`src/rtl/pc_sequencer.sv`:
```
// pc_sequencer: PC owner and fetch/execute/redirect sequencer for the single-cycle RV32I core.
// Optional REDIRECT_STATS_EN adds retire_cnt/redirect_cnt counters.
module pc_sequencer #(
    parameter logic [29:0] RESET_PC = 30'h0000_0000,
    parameter int          MAX_WAIT = 15
) (
    input  logic        clk,
    input  logic        rst,
    output logic        imem_req,
    output logic [29:0] imem_addr,
    input  logic        imem_ack,
    input  logic [31:0] imem_rdata,
    output logic        instr_valid,
    output logic [31:0] instr,
    output logic [29:0] instr_pc,
    input  logic        exec_done,
    input  logic        jmp_enable,
    input  logic [29:0] jmp_addr,
    input  logic        halt,
    output logic        halted,
`ifdef REDIRECT_STATS_EN
    output logic [31:0] redirect_cnt,
    output logic [31:0] retire_cnt,
`endif
    output logic        fetch_fault
);
    typedef enum logic [2:0] {S_RESET, S_FETCH, S_EXEC, S_HALT, S_FAULT} state_t;
    localparam logic [7:0] WAIT_LAST = 8'(MAX_WAIT - 1);
    state_t      state, state_next;
    logic [29:0] pc;
    logic [7:0]  wait_cnt;
    logic        retire;
    assign retire      = state == S_EXEC && exec_done;
    assign imem_req    = state == S_FETCH;
    assign imem_addr   = pc;
    assign instr_valid = state == S_EXEC;
    assign halted      = state == S_HALT;
    assign fetch_fault = state == S_FAULT;
    always_comb begin
        state_next = state;
        case (state)
            S_RESET: state_next = S_FETCH;
            // an ack in the last allowed cycle still beats the timeout
            S_FETCH: state_next = imem_ack ? S_EXEC : (wait_cnt == WAIT_LAST ? S_FAULT : S_FETCH);
            S_EXEC:  state_next = exec_done ? (halt ? S_HALT : S_FETCH) : S_EXEC;
            S_HALT:  state_next = halt ? S_HALT : S_FETCH;
            S_FAULT: state_next = S_FAULT;
            default: state_next = S_RESET;
        endcase
        if (rst) state_next = S_RESET;
    end
    always_ff @(posedge clk) begin
        state <= state_next;
        if (rst) begin
            pc       <= RESET_PC;
            instr    <= '0;
            instr_pc <= '0;
            wait_cnt <= '0;
        end else begin
            if (state == S_FETCH && imem_ack) begin
                instr    <= imem_rdata;
                instr_pc <= pc;
            end
            wait_cnt <= (state == S_FETCH && state_next == S_FETCH) ? wait_cnt + 8'd1 : '0;
            if (retire) pc <= jmp_enable ? jmp_addr : pc + 30'd1;
        end
    end
`ifdef REDIRECT_STATS_EN
    always_ff @(posedge clk) begin
        if (rst) begin
            retire_cnt   <= '0;
            redirect_cnt <= '0;
        end else begin
            if (retire) retire_cnt <= retire_cnt + 32'd1;
            if (retire && jmp_enable) redirect_cnt <= redirect_cnt + 32'd1;
        end
    end
`endif
endmodule
```
`config.mk`:
```
export PLATFORM = sky130hd
export DESIGN_NAME = pc_sequencer
export DESIGN_NICKNAME = d
export VERILOG_FILES = /design/src/rtl/pc_sequencer.sv
export SDC_FILE = /design/constraint.sdc
export NUM_CORES = 1
export LEC_CHECK = 0
export ABC_AREA = 1
export BUFFER_PORTS_ARGS = -buffer_cell sky130_fd_sc_hd__buf_2
export CELL_PAD_IN_SITES_DETAIL_PLACEMENT = 1
export CELL_PAD_IN_SITES_GLOBAL_PLACEMENT = 2
export CORE_ASPECT_RATIO = 1.2
export CORE_UTILIZATION = 24
export DETAILED_ROUTE_END_ITERATION = 16
export PLACE_DENSITY = 0.74
export SYNTH_ARGS = -nofsm -noshare
export SYNTH_HDL_FRONTEND = slang
export SYNTH_SLANG_ARGS = --single-unit
```
`constraint.sdc`:
```
create_clock -name clk -period 1.7 [get_ports clk]
set_clock_uncertainty 0.1 [all_clocks]
set_input_delay 0.17 -clock clk [delete_from_list [all_inputs] [get_ports clk]]
set_output_delay 0.17 -clock clk [all_outputs]
set_load 0.02 [all_outputs]
```
==> After elaboration in Yosys (flattened, before gate mapping) <==
Index checks and enable logic that the tools add are counted.
{ "classes": {"add_sub_neg": 2, "n_bitwise": 1, "reduce_logical": 5, "eq_ne": 6, "muxes": 7} }
{ "ops": {"columns": ["cell", "count"], "rows": [
  ["$add A30 B1 Y30 const B", 1],
  ["$mux W30", 1],
  ["$pmux W3 S5", 1],
  ["$mux W3", 4],
  ["$add A8 B1 Y8 const B", 1],
  ["$eq A8 B4 Y1 const B", 1],
  ["$eq A3 B1 Y1 const B", 2],
  ["$eq A3 B2 Y1 const B", 2],
  ["$eq A3 B3 Y1 const B", 1],
  ["$logic_and A1 B1 Y1", 3],
  ["$logic_not A3 Y1", 1],
  ["$mux W2", 1],
  ["$reduce_or A2 Y1", 1],
  ["$not A1 Y1", 1]
]} }
{ "totals": {"inputBits": 68, "out_inout_bits": 96, "wordCells": 26, "ff_bits": 103} }

==> Logic depth before layout (Yosys ltp) <==
{ "depth": {"ltp_word": 9, "ltp_mapped": 10, "depth_no_buf": 10} }

==> Least setup slack after synthesis <==
Ideal clock, no wire load.
{ "synth_timing": {"path_type": "flip-flop to flip-flop", "from": "register pc[1] (netlist: imem_addr[1])", "to": "register pc[16] (netlist: imem_addr[16])", "period_less_slack_ps": 1755, "stages_incl_launch_ff": 9, "setup_time_ps": 114, "arrival_time_ps": 1541, "path_slack_ps": -55, "required_ps": 1486, "path_buffers": 0, "cell_sequence": "dfxtp_1 -> ha_1 -> inv_1 -> nor3_4 -> nand3_2 -> o21ai_0 -> nand2_1 -> nand2_1 -> nor2_1"} }
{ "synth_between": {"elab_chain_len": 2} }
{ "synth_lines": {"columns": ["element", "line_no", "source"], "rows": [
  ["start: declaration", "30", "logic [29:0] pc;"],
  ["start signal: assignment", "65", "if (retire) pc <= jmp_enable ? jmp_addr : pc + 30'd1;"],
  ["$add A30 B1 Y30", "65", null],
  ["$mux W30", "65", null]
]} }
Every way passes these cells.
A chain may end at the register's enable or synchronous reset.

==> Worst setup path after layout <==
{ "layout_timing": {"from": "register pc[0] (netlist: imem_addr[0])", "to": "register pc[15] (netlist: imem_addr[15])"} }
Same word-level chain as after synthesis.

==> impl_metrics.json <==
{
  "cts_tree": "done",
  "synth_top_cell_area_share_pct": 41.8,
  "setup_tns_ns": 0,
  "critPathKind": "register to register",
  "reg2reg_from": "imem_addr[0]",
  "power.switching_mw": 1.52,
  "dpl_cell_area_mm2": 0.00645,
  "crit_fanout": 5,
  "hp-start": "jmp_addr[4]",
  "reg2reg_slack_ns": 0.08,
  "root_buffer": "clkbuf_16",
  "pin_count": 164,
  "drv_slew": 0,
  "seq_area_frac_synth_pct": 41.8,
  "switching_share_pct": 27.5,
  "yosysUniqueCellTypes": 30,
  "grt_pass1_wl_mm": 30.8,
  "final_cells": 1251,
  "ctsLongestPathBuffers": 2,
  "initial_core_util_pct": 24.5,
  "cellLeakagePower_nw": 2.99,
  "ys.warnings.count": 0,
  "drive_gt1_share_pct": 28.7,
  "clock_sinks": 103,
  "synth_cells": 748,
  "synth_fp_nets": 819,
  "antenna_found_initial": 0,
  "first_iter_violations": 252,
  "wl_per_cell_um": 15.8,
  "vias_per_cell": 4.60,
  "cp_slowest_cell": "dfxtp_2",
  "io_buffers": 163,
  "holdPathStages": 3,
  "status": "finished, final reports clean",
  "peakVddDrop_v": 0.000463,
  "dp.cells": 1198,
  "cpMostUsedCell": "nand2_1",
  "rows": 57,
  "drc": 0,
  "drtAntennaViolNets": 0,
  "dp_hpwl_mm": 14.1,
  "coreArea_mm2": 0.0202,
  "power_frac_seq_pct": 45.6,
  "grt_max_degree": 88,
  "h-tree-depth": 3,
  "worstPathRequired_ns": 1.82,
  "ys_ff_latch": 103,
  "routabilityCongestion": 0.850,
  "hold_violations": 0,
  "clk_latency_ns": 0.35,
  "clkSlewWorstSetupHoldPaths_ns": 0.07,
  "rsz0062_at_grt": "true",
  "timing.final.crit_share_pct": 95.5,
  "nNetsFinal": 1052,
  "hp-class": "input port to register",
  "num_antenna_cells": 0,
  "finalHoldWorstSlack_ns": 0.0375,
  "firstDrtPassIters": 4,
  "relSlewSlack_pct": 71.3,
  "worstHoldEndpoint": "imem_addr[4]",
  "synth_top_area_cell": "dfxtp_1",
  "pwr_density_cell_mw_per_mm2": 768,
  "layout_commonest_cell": "nand2_1",
  "die-height_um": 159,
  "vias": 5760,
  "die-area_mm2": 0.0212,
  "cpPeakStageDelay_ns": 0.33,
  "dieWidth_um": 133,
  "cp.arrival_ns": 1.74,
  "final_cell_mix": "207 x nand2_1, 162 x buf_2, 103 x a21oi_1",
  "max_freq_mhz": 616,
  "p_int_mw": 4.01,
  "drt-total-wl_mm": 19.7,
  "r2r-end": "imem_addr[15]",
  "finalSetupViolCount": 0,
  "finalPower_mw": 5.53,
  "grt_overflow": 0,
  "cp-end-kind": "register",
  "syn_to_final_growth_pct": 45.7,
  "pwr-share-comb_pct": 15.0,
  "start_kind": "register",
  "worstMarginPinSlew_ns": 0.431,
  "p_clk_share_pct": 39.4,
  "grt_pass1_vias": 5729,
  "syn-cell-area_mm2": 0.00494,
  "design_area_mm2": 0.00720,
  "min_period_ns": 1.62,
  "cp_cell_sequence": "buf_4 -> inv_1 -> nor2_4 -> nand2_1 -> o21ai_0 -> nand3_1 -> nand2_1 -> a21oi_1",
  "synth_area_leaders": "dfxtp_1 42%, nand2_1 16%, a21oi_1 10%, nand3_1 9.7%, nor2_1 7.4%",
  "cts_buffers": 9,
  "synth_area_per_cell_um2": 6.60,
  "reg2reg_depth": 8,
  "track_usage_pct": 18.7,
  "maxCapViolCount": 0
}
==> Yosys cell counts <==
master,number
nor2_1,97
nand4_1,4
o21ai_2,2
nand2_1,209
nor2_2,6
a31oi_1,3
a21oi_1,103
nor2_4,1
inv_2,2
a211oi_1,1
xor2_1,2
clkinv_1,1
buf_4,1
buf_2,11
o211ai_1,1
xnor2_1,4
nor3_4,1
o21a_1,1
ha_1,3
o21ai_0,17
nand2_2,3
or2_2,3
nor3b_1,1
nand3b_1,1
dfxtp_1,103
nor3_1,2
nand3_2,2
nand3_1,96
inv_1,38
clkbuf_1,29
==> cell families (layout without fill, tap and decap cells) <==
group | count (synthesis) | after routing | synth area share, %
AND/OR/NAND/NOR | 426 | 426 | 36.5
XOR/XNOR | 6 | 6 | 1.06
AO/OA/AOI/OAI | 128 | 128 | 13.4
adder cells (fa/ha/maj) | 3 | 3 | 0.760
flip-flops | 103 | 103 | 41.8
buffers and inverters | 82 | 320 | 6.59
==> final cells by class <==
| cell class | instances | area [µm²] |
|---|---|---|
| clock inverters | 4 | 55.1 |
| inverters | 41 | 154 |
| flip-flops and latches | 103 | 2070 |
| fillers | 2596 | 13000 |
| multi-input cells | 563 | 2600 |
| clock buffers | 12 | 246 |
| repair buffers | 263 | 1740 |
| well taps | 265 | 332 |
==> power by group through the flow <==
stage	clock network, mW	registers, mW	logic, mW
5_1_grt	2.34	2.53	0.909
4_1_cts	2.25	2.52	0.838
3_3_place_gp	0	2.57	0.737
6_report	2.18	2.52	0.830
2_1_floorplan	0	2.65	0.325
3_5_place_dp	0	2.57	0.738
==> per-layer routing <==
metal	GRT usage, %	wire (µm)
met1	23.4	9040
met2	32.7	9700
met3	2.42	646
met4	6.17	355
met5	0	0
==> worst max path at each step <==
stage / from / to / slack [ns] / cells after the start
floorplan: imem_addr[1] / imem_addr[16] / 0.07 / 8
global placement: imem_addr[0] / imem_addr[9] / 0.04 / 7
detailed placement: imem_addr[0] / imem_addr[9] / 0.05 / 7
CTS: state[0] / imem_req / 0.002 / 4
global route: imem_addr[19] / imem_addr[22] / -0.01 / 9
finish: imem_addr[0] / imem_addr[15] / 0.08 / 8
==> critical path: cells and delay by family, from the launching register on <==
kind	cells	cell delay, ns
buffers and inverters	2	0.27
flip-flops	1	0.33
AND/OR/NAND/NOR	4	0.54
AO/OA/AOI/OAI	2	0.26
==> state kept, by name, summed over array words and instances, names as in the netlist <==
register   count
imem_addr     30
instr         32
instr_pc      30
wait_cnt       8
state          3
==> per-stage QoR <==
| step | setup WS, ns | util [%] |
|---|---|---|
| after global routing | -0.00997 | 35.7 |
| after floorplan | 0.0688 | - |
| final | 0.0757 | 35.7 |
| after global placement | 0.0397 | 32.0 |
| after CTS | 0.00208 | 35.4 |
| after detailed placement | 0.0528 | 32.0 |
==> repair_timing <==
action | 4_1_cts | 5_1_grt
pin swaps | 0 | 1
endpoints found under the hold margin | 34 | 0
gates resized for setup | 0 | 20
hold buffers | 34 | 0
cloned | 1 | 0
setup endpoints to repair | 1 | 20
buffers inserted | 1 | 1
No activity file was read; power rests on OpenSTA's default activity.
